<file path="src/rtl/mem_stage_ls_if.sv">
// Execute/write-back/data-SRAM/forwarding signal bundle for the memory-access stage.
// The stage itself connects through the slave modport.
interface mem_stage_ls_if #(
  parameter int unsigned XLEN = 32,
  parameter int unsigned PC_W = 32,
  parameter int unsigned RA_W = 5
);
  localparam int unsigned EXE_BUS_W = 6 + RA_W + XLEN + PC_W;
  localparam int unsigned WB_BUS_W  = 1 + RA_W + XLEN + PC_W;

  logic                 exe_to_mem_valid;
  logic [EXE_BUS_W-1:0] exe_to_mem_bus;
  logic                 mem_allowin;
  logic                 wb_allowin;
  logic                 mem_to_wb_valid;
  logic [WB_BUS_W-1:0]  mem_to_wb_bus;
  logic                 data_sram_data_ok;
  logic [XLEN-1:0]      data_sram_rdata;
  logic                 mem_flush;
  logic                 fwd_valid;
  logic [RA_W-1:0]      fwd_dest;
  logic [XLEN-1:0]      fwd_result;
  logic                 fwd_blocked;

  modport master (
    output exe_to_mem_valid, exe_to_mem_bus, wb_allowin,
           data_sram_data_ok, data_sram_rdata, mem_flush,
    input  mem_allowin, mem_to_wb_valid, mem_to_wb_bus,
           fwd_valid, fwd_dest, fwd_result, fwd_blocked
  );

  modport slave (
    input  exe_to_mem_valid, exe_to_mem_bus, wb_allowin,
           data_sram_data_ok, data_sram_rdata, mem_flush,
    output mem_allowin, mem_to_wb_valid, mem_to_wb_bus,
           fwd_valid, fwd_dest, fwd_result, fwd_blocked
  );
endinterface

</file>
<file path="src/rtl/mem_stage_ls.sv">
// Memory-access pipeline stage: waits for the data-SRAM response, extends loads,
// buffers load data across write-back stalls and drops responses of flushed loads.
module mem_stage_ls #(
  parameter int unsigned XLEN     = 32,
  parameter int unsigned PC_W     = 32,
  parameter int unsigned RA_W     = 5,
  parameter int unsigned CANCEL_W = 2
) (
  input logic          clk,
  input logic          resetn,
  mem_stage_ls_if.slave io
);
  localparam int unsigned IN_W  = 6 + RA_W + XLEN + PC_W;
  localparam int unsigned OFF_W = $clog2(XLEN / 8);

  localparam logic [1:0] S_EMPTY = 2'd0;
  localparam logic [1:0] S_WAIT  = 2'd1;
  localparam logic [1:0] S_READY = 2'd2;

  logic                mem_valid_q, mem_valid_d;
  logic                buf_valid_q, buf_valid_d;
  logic [XLEN-1:0]     buf_data_q, buf_data_d;
  logic [CANCEL_W-1:0] cancel_cnt_q, cancel_cnt_d;
  logic [IN_W-1:0]     bus_q, bus_d;

  logic            req, ld_en, gr_we;
  logic [2:0]      ld_type;
  logic [RA_W-1:0] dest;
  logic [XLEN-1:0] alu_result;
  logic [PC_W-1:0] pc;

  assign {req, ld_en, ld_type, gr_we, dest, alu_result, pc} = bus_q;

  logic       data_use_c, discard_c, ready_go_c, allowin_c, leave_c, accept_c;
  logic       cancel_inc_c;
  logic [1:0] state_c;

  // A response is ours only once every owed response of a flushed load has drained.
  assign data_use_c = io.data_sram_data_ok && (cancel_cnt_q == '0);
  assign discard_c  = io.data_sram_data_ok && (cancel_cnt_q != '0);
  assign ready_go_c = !req || buf_valid_q || data_use_c;

  always_comb begin
    state_c = S_EMPTY;
    if (mem_valid_q) state_c = ready_go_c ? S_READY : S_WAIT;
  end

  assign allowin_c    = (state_c == S_EMPTY) || ((state_c == S_READY) && io.wb_allowin);
  assign leave_c      = (state_c == S_READY) && io.wb_allowin;
  assign accept_c     = io.exe_to_mem_valid && allowin_c && !io.mem_flush;
  assign cancel_inc_c = io.mem_flush && (state_c == S_WAIT) && !buf_valid_q;

  logic [XLEN-1:0] raw_data, ext_data, final_result;
  logic [7:0]      lane_b;
  logic [15:0]     lane_h;

  // Lane select and sign/zero extension; unknown encodings fall back to word.
  always_comb begin
    raw_data = buf_valid_q ? buf_data_q : io.data_sram_rdata;
    lane_b   = 8'(raw_data >> {alu_result[OFF_W-1:0], 3'b000});
    lane_h   = 16'(raw_data >> {alu_result[OFF_W-1:0], 3'b000});
    case (ld_type)
      3'b001:  ext_data = XLEN'($signed(lane_b));
      3'b101:  ext_data = XLEN'(lane_b);
      3'b010:  ext_data = XLEN'($signed(lane_h));
      3'b110:  ext_data = XLEN'(lane_h);
      3'b011:  ext_data = (XLEN == 64) ? raw_data : XLEN'($signed(raw_data[31:0]));
      default: ext_data = XLEN'($signed(raw_data[31:0]));
    endcase
    final_result = ld_en ? ext_data : alu_result;
  end

  always_comb begin
    mem_valid_d  = mem_valid_q;
    buf_valid_d  = buf_valid_q;
    buf_data_d   = buf_data_q;
    cancel_cnt_d = cancel_cnt_q;
    bus_d        = bus_q;
    if (io.mem_flush) begin
      mem_valid_d = 1'b0;
      buf_valid_d = 1'b0;
    end else begin
      if (allowin_c) mem_valid_d = io.exe_to_mem_valid;
      if (leave_c) begin
        buf_valid_d = 1'b0;
      end else if (mem_valid_q && req && !buf_valid_q && data_use_c) begin
        buf_valid_d = 1'b1;
        buf_data_d  = io.data_sram_rdata;
      end
    end
    if (accept_c) bus_d = io.exe_to_mem_bus;
    case ({cancel_inc_c, discard_c})
      2'b10:   cancel_cnt_d = cancel_cnt_q + CANCEL_W'(1);
      2'b01:   cancel_cnt_d = cancel_cnt_q - CANCEL_W'(1);
      default: cancel_cnt_d = cancel_cnt_q;
    endcase
  end

  always_ff @(posedge clk or negedge resetn) begin
    if (!resetn) begin
      mem_valid_q  <= 1'b0;
      buf_valid_q  <= 1'b0;
      buf_data_q   <= '0;
      cancel_cnt_q <= '0;
      bus_q        <= '0;
    end else begin
      mem_valid_q  <= mem_valid_d;
      buf_valid_q  <= buf_valid_d;
      buf_data_q   <= buf_data_d;
      cancel_cnt_q <= cancel_cnt_d;
      bus_q        <= bus_d;
    end
  end

  assign io.mem_allowin     = allowin_c;
  assign io.mem_to_wb_valid = mem_valid_q && ready_go_c && !io.mem_flush;
  assign io.mem_to_wb_bus   = {gr_we, dest, final_result, pc};
  assign io.fwd_valid       = mem_valid_q && gr_we && (dest != '0);
  assign io.fwd_dest        = dest;
  assign io.fwd_result      = final_result;
  assign io.fwd_blocked     = mem_valid_q && gr_we && (dest != '0) && ld_en && !ready_go_c;

  a_cancel_no_overflow: assert property (@(posedge clk) disable iff (!resetn)
    !(cancel_inc_c && !discard_c && (cancel_cnt_q == '1)));

  a_no_orphan_data_ok: assert property (@(posedge clk) disable iff (!resetn)
    !(io.data_sram_data_ok && !mem_valid_q && (cancel_cnt_q == '0)));
endmodule

</file>
<file path="src/flat_wrapper.sv">
// flat-port wrapper written by rule: the top's interface ports become plain ports
module mem_stage_ls_flat 
#(
  parameter int unsigned XLEN     = 32,
  parameter int unsigned PC_W     = 32,
  parameter int unsigned RA_W     = 5,
  parameter int unsigned CANCEL_W = 2
)
  (clk, resetn, io_exe_to_mem_valid, io_exe_to_mem_bus, io_wb_allowin, io_data_sram_data_ok, io_data_sram_rdata, io_mem_flush, io_mem_allowin, io_mem_to_wb_valid, io_mem_to_wb_bus, io_fwd_valid, io_fwd_dest, io_fwd_result, io_fwd_blocked);
  mem_stage_ls_if #(.XLEN(XLEN), .PC_W(PC_W), .RA_W(RA_W)) io_i ();
  input logic clk;
  input logic resetn;
  input wire logic [$bits(io_i.exe_to_mem_valid)-1:0] io_exe_to_mem_valid;
  input wire logic [$bits(io_i.exe_to_mem_bus)-1:0] io_exe_to_mem_bus;
  input wire logic [$bits(io_i.wb_allowin)-1:0] io_wb_allowin;
  input wire logic [$bits(io_i.data_sram_data_ok)-1:0] io_data_sram_data_ok;
  input wire logic [$bits(io_i.data_sram_rdata)-1:0] io_data_sram_rdata;
  input wire logic [$bits(io_i.mem_flush)-1:0] io_mem_flush;
  output wire logic [$bits(io_i.mem_allowin)-1:0] io_mem_allowin;
  output wire logic [$bits(io_i.mem_to_wb_valid)-1:0] io_mem_to_wb_valid;
  output wire logic [$bits(io_i.mem_to_wb_bus)-1:0] io_mem_to_wb_bus;
  output wire logic [$bits(io_i.fwd_valid)-1:0] io_fwd_valid;
  output wire logic [$bits(io_i.fwd_dest)-1:0] io_fwd_dest;
  output wire logic [$bits(io_i.fwd_result)-1:0] io_fwd_result;
  output wire logic [$bits(io_i.fwd_blocked)-1:0] io_fwd_blocked;
  assign io_i.exe_to_mem_valid = io_exe_to_mem_valid;
  assign io_i.exe_to_mem_bus = io_exe_to_mem_bus;
  assign io_i.wb_allowin = io_wb_allowin;
  assign io_i.data_sram_data_ok = io_data_sram_data_ok;
  assign io_i.data_sram_rdata = io_data_sram_rdata;
  assign io_i.mem_flush = io_mem_flush;
  assign io_mem_allowin = io_i.mem_allowin;
  assign io_mem_to_wb_valid = io_i.mem_to_wb_valid;
  assign io_mem_to_wb_bus = io_i.mem_to_wb_bus;
  assign io_fwd_valid = io_i.fwd_valid;
  assign io_fwd_dest = io_i.fwd_dest;
  assign io_fwd_result = io_i.fwd_result;
  assign io_fwd_blocked = io_i.fwd_blocked;
  mem_stage_ls #(.XLEN(XLEN), .PC_W(PC_W), .RA_W(RA_W), .CANCEL_W(CANCEL_W)) u_core (.clk(clk), .resetn(resetn), .io(io_i));
endmodule
</file>
<file path="config.mk">
export PLATFORM = sky130hd
export DESIGN_NAME = mem_stage_ls_flat
export DESIGN_NICKNAME = d
export VERILOG_FILES = /design/src/rtl/mem_stage_ls_if.sv /design/src/rtl/mem_stage_ls.sv /design/src/flat_wrapper.sv
export SDC_FILE = /design/constraint.sdc
export NUM_CORES = 1
export LEC_CHECK = 0
export ABC_CLOCK_PERIOD_IN_PS = 2400
export BUFFER_PORTS_ARGS = -buffer_cell sky130_fd_sc_hd__buf_2
export CAP_MARGIN = 15
export CORE_MARGIN = 2
export CORE_UTILIZATION = 45
export DETAILED_ROUTE_END_ITERATION = 12
export GPL_ROUTABILITY_DRIVEN = 0
export PLACE_DENSITY = 0.77
export SLEW_MARGIN = 20
export SYNTH_ARGS = -nofsm -noshare
export SYNTH_HDL_FRONTEND = slang
export SYNTH_SLANG_ARGS = --single-unit
export TNS_END_PERCENT = 20
</file>
<file path="constraint.sdc">
create_clock -name clk -period 2.4 [get_ports clk]
set_input_delay 0.24 -clock clk [delete_from_list [all_inputs] [get_ports clk]]
set_output_delay 0.24 -clock clk [all_outputs]
set_load 0.005 [all_outputs]
</file>
* After elaboration in Yosys (flattened, before gate mapping)
Index checks and enable logic that the tools add are counted.
Cells by class: eq/ne operators 8, bitwise logic cells 2, muxes and demuxes 11, reduce and logical (&&, ||, !) cells 31, $add $sub $neg 2, shift operators 1
Operator list (number):
- one-hot mux 32 bit (4 select lines) | 1
- two-way mux 32 bit | 2
- >> shifter 32 x 5 -> 16 bit | 1
- logical AND 1 bit | 16
- == test 3 bit (second input constant) | 2
- nonzero test 2 bit | 3
- two-way mux 1 bit | 5
- nonzero test 5 bit | 1
- == test 2 x 1 -> 1 bit (second input constant) | 2
- == test 2 bit (second input constant) | 2
- logical NOT 1 bit | 4
- logical NOT 2 bit | 2
- two-way mux 2 bit | 2
- one-hot mux 2 bit (2 select lines) | 1
- == test 3 x 1 -> 1 bit (second input constant) | 1
- == test 3 x 2 -> 1 bit (second input constant) | 1
- logical OR 1 bit | 3
- AND reduction 3 bit | 1
- nonzero test 3 bit | 1
- adder 2 x 1 -> 2 bit (second input constant) | 1
- NOT 1 bit | 2
- subtractor 2 x 1 -> 2 bit (second input constant) | 1
Word-level totals: logic and storage cells 60, flip-flop bits (word level) 111, input port bits 113

* Depth between registers and ports, before layout
Gate-level depths: netlist of the first run.
word-level depth 10, depth in mapped cells 8, depth with buffers taken out 7

* Least setup slack after synthesis of the first run
No wires, ideal clock.
path kind reg2out, start point register u_core.buf_valid_q, end point output io_mem_to_wb_bus[56], stages on the path, launching flop included 8, arrival 1.970 ns, buffers on the path 3, setup slack 0.190 ns, path through dfrtp_1 -> buf_6 -> mux2_2 -> mux4_2 -> a22oi_4 -> buf_6 -> a21oi_1 -> buf_4
On the way: cells in the longest elaborated chain, start to end 4
RTL lines:
- start: declaration | line mem_stage_ls.sv:21 | logic buf_valid_q, buf_valid_d;
- start signal: assignment | line mem_stage_ls.sv:108 | buf_valid_q <= buf_valid_d;
- two-way mux 32 bit * | line mem_stage_ls.sv:59 | raw_data = buf_valid_q ? buf_data_q : io.data_sram_rdata;
- >> shifter 32 x 5 -> 16 bit | line mem_stage_ls.sv:60 | lane_b = 8'(raw_data >> {alu_result[OFF_W-1:0], 3'b000});
- one-hot mux 32 bit (4 select lines) * | line mem_stage_ls.sv:62 | case (ld_type)
- two-way mux 32 bit * | line mem_stage_ls.sv:70 | final_result = ld_en ? ext_data : alu_result;
- end: declaration | line flat_wrapper.sv:21 | output wire logic [$bits(io_i.mem_to_wb_bus)-1:0] io_mem_to_wb_bus;
Every way passes the cells marked *; elsewhere a longest branch is shown, timed or not.

* Worst setup path after layout of the first run
start point register u_core.buf_valid_q, end point output io_fwd_result[22]
On the way: cells in the longest elaborated chain, start to end 4
RTL lines:
- two-way mux 32 bit * | line mem_stage_ls.sv:59
- >> shifter 32 x 5 -> 16 bit | line mem_stage_ls.sv:60
- one-hot mux 32 bit (4 select lines) * | line mem_stage_ls.sv:62
- two-way mux 32 bit * | line mem_stage_ls.sv:70
- end: declaration | line flat_wrapper.sv:24 | output wire logic [$bits(io_i.fwd_result)-1:0] io_fwd_result;
Marks and branches as above.

==> flow_summary.json, run 1 <==
{
  "status": "finished, violations left",
  "violations": "setup timing",
  "route.detailed.drc": 0,
  "drive_gt1_frac": 0.577,
  "ioPinCount": 224,
  "tightest_slew_ns": 0.621,
  "required_ns": 2.16,
  "dr.pass1.iters": 5,
  "hp-start": "io_exe_to_mem_bus[9]",
  "final_nets": 807,
  "ir_drop_mv": 0.504,
  "worstSetupEndpointType": "output pin",
  "layout.core_utilization": 0.543,
  "numCtsBuffers": 9,
  "crit_type": "flop to output pin",
  "synth_edf_count": 0,
  "via_per_inst": 5.45,
  "synthCells": 551,
  "vias": 4794,
  "place_ws_ns": 0.167,
  "slew_violations": 0,
  "use_met2": 0.348,
  "dp_hpwl_um": 11700,
  "maxSlewHeadroom": 0.586,
  "synth_top_area_share": 0.442,
  "mostFrequentLayoutCells": "222 x buf_2, 126 x mux2_2, 110 x dfrtp_1, 42 x nor2_1, 37 x a21oi_1",
  "min_to": "u_core.bus_q[9]",
  "rr_endpoint": "u_core.bus_q[19]",
  "die_width_um": 122,
  "grt_pass1_wl_um": 24600,
  "r2r_slack_ns": 0.41,
  "area_growth_pct": 19.1,
  "yosys_warnings": 0,
  "wl_um": 15700,
  "clock_path_buffers": 2,
  "dp.cells": 861,
  "synth_area_um2": 6280,
  "ys_seq_elements": 111,
  "worstSkewPairLatency_ns": 0.35,
  "fin_ws_ns": -0.204,
  "antenna_left": 0,
  "die_area_um2": 14900,
  "die_h_um": 122,
  "fmaxAchievable_mhz": 384,
  "mostFrequentLayoutCell": "buf_2",
  "yosysUniqueCellTypes": 43,
  "hold_ws_ns": 0.111,
  "wl_per_cell_um": 17.8,
  "setup.worst_path.start_class": "flop",
  "synth.largest_area_cell": "dfrtp_1",
  "cts_htree_levels": 3,
  "grt_use_met1": 0.282,
  "layout.cells.non_filler": 880,
  "grt_max_degree": 46,
  "finalCritPeriodShare": 1.08,
  "initial_core_util": 0.456,
  "antenna_found_initial": 4,
  "yosysSeqAreaShare": 0.442,
  "finalHoldViolCount": 0,
  "cp_max_fo": 16,
  "crit_arrival_ns": 2.36,
  "rsz0062_at_grt": "yes",
  "drv_cap": 0,
  "coreArea_um2": 13800,
  "synth_ff_type": "dfrtp_1",
  "grt_pass1_vias": 4887,
  "grt_busiest_layer": "met2",
  "cts.reportedPaths.clkPinSlew_ns": 0.08,
  "synthArstFlopShare": 1.00,
  "min_path_type": "input pin to flop",
  "cts_tree": "yes",
  "setup_viol": 52,
  "root_buffer": "clkbuf_16",
  "p_total_w": 0.00658,
  "rows": 43,
  "use_met3": 0.0496,
  "groute.usage.overall": 0.216,
  "holdPathStages": 2,
  "synth_area_leaders": "dfrtp_1 44%, mux2_2 23%, buf_4 9.6%",
  "r2r_cells": 5,
  "layout_min_cycle_time_ns": 2.60,
  "initialDrtViolationCount": 256,
  "synth_fp_nets": 665,
  "numClockSinks": 111,
  "r2r_start": "u_core.cancel_cnt_q[0]",
  "overflow": 0,
  "syn_avg_cell_area_um2": 11.4,
  "fin_skew_ns": 0.00727,
  "power_density_nw_per_um2": 880,
  "port_buffers": 223,
  "total_leakage_power_nw": 3.48
}
report_power, final:
part / internal, W / leakage, nW / switching [W]
logic: 0.00121 / 1.98 / 0.00117
registers: 0.00232 / 1.36 / 0.000307
clock network: 0.000824 / 0.143 / 0.000741
routing by layer:
| metal | share of wire | vias to the layer above | wire length [um] |
|---|---|---|---|
| met5 | 0.0016 | - | 25 |
| met4 | 0.019 | 4 | 299 |
| met3 | 0.082 | 23 | 1290 |
| met2 | 0.48 | 250 | 7580 |
| met1 | 0.41 | 2339 | 6490 |
| li1 | - | 2178 | - |
worst max-delay path by stage:
stage	start	end	slack (ns)	cells after the start
CTS	u_core.buf_valid_q	io_fwd_result[22]	-0.21	7
floorplan	u_core.buf_valid_q	io_mem_to_wb_bus[56]	0.19	7
global placement	u_core.buf_valid_q	io_fwd_result[22]	0.23	6
finish	u_core.buf_valid_q	io_fwd_result[22]	-0.20	6
detailed placement	u_core.buf_valid_q	io_fwd_result[22]	0.17	6
global route	u_core.buf_valid_q	io_fwd_result[22]	-0.27	7
state kept, by name, indices dropped and copies added (netlist names):
signal / count
u_core.mem_valid_q: 1
u_core.buf_valid_q: 1
u_core.bus_q: 75
u_core.cancel_cnt_q: 2
u_core.buf_data_q: 32
synth_stat cells (3+ instances only):
cell type  instances
mux2_2           127
dfrtp_1          111
buf_4             80
nor2_1            42
a21oi_1           38
clkbuf_1          17
nand2_1           14
buf_2             10
mux4_2             9
nand3_1            9
a31oi_1            8
nor2b_1            8
mux2i_1            7
or3_1              7
nand2b_1           5
o21ai_0            5
o2bb2ai_1          5
and2_1             4
nor3b_1            4
o31ai_1            4
o32ai_1            4
a22oi_1            3
inv_1              3
xnor2_1            3
kinds of logic (layout without fill, tap and decap cells):
| family | count (synthesis) | after routing | share of synthesized area |
|---|---|---|---|
| xor+xnor | 5 | 5 | 0.00698 |
| other cells | 0 | 2 | 0 |
| fa+ha+maj | 1 | 1 | 0.00199 |
| flops | 111 | 111 | 0.442 |
| simple gates | 99 | 99 | 0.0759 |
| mux | 144 | 144 | 0.273 |
| buf+inv | 113 | 260 | 0.120 |
| compound gates | 78 | 78 | 0.0797 |
critical path: stages, from the launching register on:
cell and delay, ns:
dfrtp_2 0.47, mux2_2 0.38, mux4_2 0.53, a22oi_4 0.21
buf_12 0.17, a21oi_1 0.09, buf_2 0.16
stage by stage:
stage                     TNS [ns]  area (um2)
after floorplan                  0        6280
after global placement           0        7120
after detailed placement         0        7120
after CTS                    -8.91        7460
after global routing        -12.93        7470
final                        -8.91        7480
layout make-up:
class / instances / area (um2)
inverters: 3 / 11.3
flip-flops and latches: 111 / 2780
clock inverters: 7 / 80.1
fillers: 1219 / 6300
multi-input cells: 327 / 2800
repair buffers: 241 / 1350
diodes: 2 / 5.00
well taps: 180 / 225
clock buffers: 9 / 225
repair_timing:
item / CTS / global route
endpoints found under the setup margin: 54 / 64
buffers inserted: 1 / 0
hold buffers: 1 / 0
pin swaps: 1 / 0
hold endpoints to repair: 43 / 0
resized for setup: 3 / 4
Power figures use the tool's default switching activity.
==> run 2, diff against run 1 <==
--- a/config.mk
+++ b/config.mk
@@ -12,7 +12,7 @@
 export CORE_UTILIZATION = 45
 export DETAILED_ROUTE_END_ITERATION = 12
 export GPL_ROUTABILITY_DRIVEN = 0
-export PLACE_DENSITY = 0.77
+export PLACE_DENSITY = 0.71
 export SLEW_MARGIN = 20
 export SYNTH_ARGS = -nofsm -noshare
 export SYNTH_HDL_FRONTEND = slang
==> run 2 against run 1 <==
  * The flow still finishes with violations (setup timing)
  * Non-clock buffer count up 5
  * Sequential power hardly changed
  * Routed wire length rose by 5.9%
  * Count of clock-buffer cells in the layout is 1 higher
  * Cell count up 0.45%
  * Die area unchanged
==> flow_summary.json, run 2 (synthesized netlist as in run 1, its figures left out) <==
{
  "cts_tree": "yes",
  "drive_gt1_frac": 0.587,
  "top_register": "u_core.bus_q",
  "fin_skew_ns": 0.00827,
  "port_buffers": 223,
  "area_growth_pct": 20.3,
  "crit_type": "flop to output pin",
  "die_width_um": 122,
  "via_per_inst": 5.45,
  "maxSlewHeadroom": 0.663,
  "layout_min_cycle_time_ns": 2.62,
  "power_density_nw_per_um2": 875,
  "cts.reportedPaths.clkPinSlew_ns": 0.08,
  "rows": 43,
  "coreArea_um2": 13800,
  "initial_core_util": 0.456,
  "finalCritPeriodShare": 1.09,
  "switching_share": 0.344,
  "fmaxAchievable_mhz": 382,
  "grt_busiest_layer": "met2",
  "crit_arrival_ns": 2.38,
  "fin_ws_ns": -0.217,
  "fin_area_um2": 7550,
  "pwr-share-comb": 0.376,
  "setup_viol": 64,
  "rsz0062_at_grt": "yes",
  "intPower_w": 0.00433,
  "setup.worst_path.start_class": "flop",
  "tightest_slew_ns": 0.504,
  "wl_per_cell_um": 18.8,
  "cp_max_fo": 16,
  "place_ws_ns": 0.105,
  "grt_pass1_vias": 4941,
  "grt_pass1_wl_um": 25300,
  "overflow": 0,
  "antenna_found_initial": 2,
  "placed_area_um2": 7110,
  "p_switching_w": 0.00228,
  "cts_htree_levels": 3,
  "power_frac_clock": 0.225,
  "groute.usage.overall": 0.221,
  "worstSetupEndpointType": "output pin",
  "layout.core_utilization": 0.548,
  "violations": "setup timing",
  "drv_cap": 0,
  "grt_max_degree": 42,
  "numCtsBuffers": 9,
  "ir_drop_mv": 0.419,
  "p_seq_frac": 0.399,
  "wl_um": 16600,
  "dp_hpwl_um": 12300,
  "status": "finished, violations left",
  "initialDrtViolationCount": 306,
  "finalHoldViolCount": 0,
  "largest_register_ffs": 75,
  "required_ns": 2.16,
  "root_buffer": "clkbuf_16",
  "route.detailed.drc": 0,
  "worstSkewPairLatency_ns": 0.35,
  "numClockSinks": 111,
  "mostFrequentLayoutCell": "buf_2",
  "die_h_um": 122,
  "layout.cells.non_filler": 884,
  "ioPinCount": 224,
  "min_path_type": "input pin to flop",
  "dp.cells": 862,
  "total_leakage_power_nw": 3.52,
  "hold_ws_ns": 0.111,
  "mostFrequentLayoutCells": "222 x buf_2, 123 x mux2_2, 110 x dfrtp_1, 42 x nor2_1, 35 x a21oi_1",
  "vias": 4814,
  "clock_path_buffers": 2,
  "final_nets": 812,
  "largestRegisters": "u_core.bus_q (75), u_core.buf_data_q (32), u_core.cancel_cnt_q (2)",
  "slew_violations": 0,
  "grt_use_met1": 0.277,
  "antenna_left": 0,
  "use_met2": 0.373,
  "dr.pass1.iters": 5,
  "die_area_um2": 14900,
  "use_met3": 0.0468
}
-- run 2: area by class of cell --
cell class                      count  area [um2]
Multi-Input combinational cell    327        2870
Tap cell                          180         225
Fill cell                        1227        6220
Antenna cell                        1        2.50
Sequential cell                   111        2780
Clock buffer                       10         239
Timing Repair Buffer              246        1380
Inverter                            3        11.3
Clock inverter                      6        48.8
-- run 2: stage by stage --
step | setup TNS [ns] | total power [W]
floorplan | 0 | 0.00440
global placement | 0 | 0.00496
detailed placement | 0 | 0.00505
CTS | -8.06 | 0.00663
global route | -13.11 | 0.00702
finish | -8.73 | 0.00661
-- run 2: path summary, 6_finish.rpt --
| path | depth (start not counted) | endpoint | slack (ns) | startpoint |
|---|---|---|---|---|
| max in group asynchronous | 3 | u_core.bus_q[29] | 1.24 | resetn |
| min | 2 | u_core.bus_q[6] | 0.11 | io_exe_to_mem_bus[6] |
| max | 6 | io_mem_to_wb_bus[54] | -0.22 | u_core.buf_valid_q |
| max reg2reg | 5 | u_core.bus_q[17] | 0.36 | u_core.cancel_cnt_q[0] |
| min reg2reg | 1 | u_core.buf_data_q[6] | 0.48 | u_core.buf_data_q[6] |
| min in group asynchronous | 2 | u_core.bus_q[0] | 0.40 | resetn |
-- run 2: power by group through the flow --
| stage | clock network (W) | registers, W | logic (W) |
|---|---|---|---|
| 3_5_place_dp | 0 | 0.00266 | 0.00239 |
| 6_report | 0.00149 | 0.00263 | 0.00249 |
| 3_3_place_gp | 0 | 0.00262 | 0.00234 |
| 4_1_cts | 0.00153 | 0.00263 | 0.00246 |
| 2_1_floorplan | 0 | 0.00255 | 0.00185 |
| 5_1_grt | 0.00161 | 0.00270 | 0.00271 |
-- run 2: worst max-delay path, cell delays in order (launching register included) --
cell,delay [ns]
dfrtp_2,0.49
mux2_4,0.34
mux4_2,0.53
a22oi_4,0.22
buf_12,0.18
a21oi_1,0.10
buf_2,0.15
-- run 2: per-layer routing --
metal  wire length [um]  up-vias
li1                   -     2173
met3               1440       38
met1               6570     2335
met2               8190      266
met5                 13        -
met4                404        2
-- run 2: what timing repair did --
item / 4_1_cts / 5_1_grt
hold buffers: 1 / 0
pin swaps: 1 / 2
buffers inserted: 4 / 0
setup endpoints to repair: 62 / 64
gates resized for setup: 19 / 5
endpoints found under the hold margin: 34 / 0
==> run 3, diff against run 2 <==
==> constraint.sdc (replaced) <==
create_clock -name clk -period 2.4 [get_ports clk]
set_input_delay 0.24 -clock clk [delete_from_list [all_inputs] [get_ports clk]]
set_output_delay 0.24 -clock clk [all_outputs]
set_load 0.1 [all_outputs]
==> run 3 against run 2 <==
  * The run still ends with setup timing left
  * Largest power group is now combinational cells
  * Via count rose by 0.29%
  * Highest routed layer is now met4
  * Sequential power barely moved
  * Non-clock buffer count rose by 5
  * Worst setup slack got worse by 0.068 ns
  * Critical endpoint is now io_mem_to_wb_bus[38]
==> flow_summary.json, run 3 (synthesized netlist as in run 1, its figures left out) <==
{
  "status": "finished, violations left",
  "violations": "setup timing",
  "grt_max_degree": 53,
  "cts.reportedPaths.clkPinSlew_ns": 0.08,
  "mostFrequentLayoutCells": "156 x buf_2, 123 x mux2_2, 110 x dfrtp_1, 40 x nor2_1, 40 x buf_12",
  "coreArea_um2": 13800,
  "largest_register_ffs": 75,
  "overflow": 0,
  "route.detailed.drc": 0,
  "wl_per_cell_um": 19.4,
  "largestRegisters": "u_core.bus_q (75), u_core.buf_data_q (32), u_core.cancel_cnt_q (2)",
  "path_buf_inv": 3,
  "cpMostUsedCell": "buf_12",
  "fin_skew_ns": 0.00842,
  "clock_path_buffers": 2,
  "root_buffer": "clkbuf_16",
  "fin_ws_ns": -0.285,
  "maxSlewHeadroom": 0.534,
  "cp_top_family": "multiplexers",
  "setup.worst_path.start_class": "flop",
  "required_ns": 2.16,
  "groute.usage.overall": 0.235,
  "area_growth_pct": 39.6,
  "mostFrequentLayoutCell": "buf_2",
  "ir_drop_mv": 1.12,
  "antenna_left": 0,
  "die_area_um2": 14900,
  "multi_input_area_um2": 3230,
  "regArea_um2": 2780,
  "die_width_um": 122,
  "worstSkewPairLatency_ns": 0.36,
  "crit_arrival_ns": 2.45,
  "setup_viol": 64,
  "port_buffers": 223,
  "min_path_type": "input pin to flop",
  "ioPinCount": 224,
  "initial_core_util": 0.456,
  "crit_path_top_delay_cell": "mux4_2",
  "crit_chain": "buf_6, buf_12, mux4_2, or3_1, a41o_1, buf_12",
  "tightest_slew_ns": 0.698,
  "finalHoldViolCount": 0,
  "fmaxAchievable_mhz": 372,
  "initialDrtViolationCount": 198,
  "cp_max_fo": 6,
  "cts_tree": "yes",
  "numCtsBuffers": 9,
  "rsz0062_at_grt": "yes",
  "finalCritPeriodShare": 1.12,
  "dr.pass1.iters": 4,
  "cts_htree_levels": 3,
  "total_leakage_power_nw": 3.88,
  "vias": 4828,
  "top_register": "u_core.bus_q",
  "via_per_inst": 5.42,
  "rows": 43,
  "final_nets": 817,
  "drive_gt1_frac": 0.661,
  "drv_cap": 0,
  "crit_type": "flop to output pin",
  "wl_um": 17300,
  "slowest_delay_ns": 0.52,
  "power_density_nw_per_um2": 1420,
  "slew_violations": 0,
  "grt_pass1_vias": 4973,
  "grt_pass1_wl_um": 26400,
  "dp_hpwl_um": 12200,
  "layout_min_cycle_time_ns": 2.69,
  "antenna_found_initial": 2,
  "fin_tns_setup_ns": -14.25,
  "worstSetupEndpointType": "output pin",
  "numClockSinks": 111,
  "nFillCells": 1059,
  "layout.core_utilization": 0.636,
  "die_h_um": 122
}
[run 3: cell types whose count changed in the layout (fill, tap and decap cells not counted), sizes merged]
cell,previous run,this run
diode,1,3
buf,245,248
clkinv,1,4
inv,8,5
bufbuf,0,1
bufinv,0,1
[run 3: path summary, 6_finish.rpt]
kind,start,slack (ns),depth (start not counted),to
min in group asynchronous,resetn,0.48,2,u_core.bus_q[50]
max,u_core.buf_valid_q,-0.29,6,io_mem_to_wb_bus[38]
max in group asynchronous,resetn,1.21,3,u_core.bus_q[32]
min,io_exe_to_mem_bus[15],0.11,2,u_core.bus_q[15]
min reg2reg,u_core.bus_q[0],0.50,1,u_core.bus_q[0]
max reg2reg,u_core.buf_valid_q,0.22,8,u_core.bus_q[18]
[run 3: per-stage QoR]
stage	std cells	setup slack [ns]	hold WS, ns	cell area [um2]	power, W
2_1_floorplan	551	-0.563	-0.0556	6610	0.00908
3_3_place_gp	862	0.0271	0.324	7610	0.00985
3_5_place_dp	862	-0.0174	0.334	7610	0.00995
4_1_cts	889	-0.297	0.0971	8600	0.0123
5_1_grt	889	-0.353	0.100	8760	0.0128
6_report	891	-0.285	0.110	8760	0.0124
[run 3: what timing repair did]
action,4_1_cts,5_1_grt
buffers inserted,7,1
cloned,3,0
resized for setup,144,42
endpoints found under the setup margin,64,67
pin swaps,4,9
hold endpoints to repair,49,0
hold buffers,1,0
[run 3: power by group]
part	total, W	switching, W	internal, W	leakage (nW)
combinational	0.00824	0.00588	0.00236	2.37
clock	0.00154	0.000715	0.000822	0.150
sequential	0.00264	0.000313	0.00233	1.36
total	0.0124	0.00691	0.00551	3.88
[run 3: final cells by class]
class,count,area share
antenna,3,0.000857
inverter,3,0.00129
timing repair buffer,251,0.251
clock buffer,9,0.0257
sequential,111,0.317
tap,180,0.0257
clock inverter,7,0.00900
multi-input combinational,327,0.369
[run 3: routing by layer]
| metal | GRT usage | share of wire |
|---|---|---|
| met1 | 0.278 | 0.39 |
| met2 | 0.415 | 0.53 |
| met3 | 0.0487 | 0.059 |
| met4 | 0.0948 | 0.023 |
| met5 | 0 | 0 |
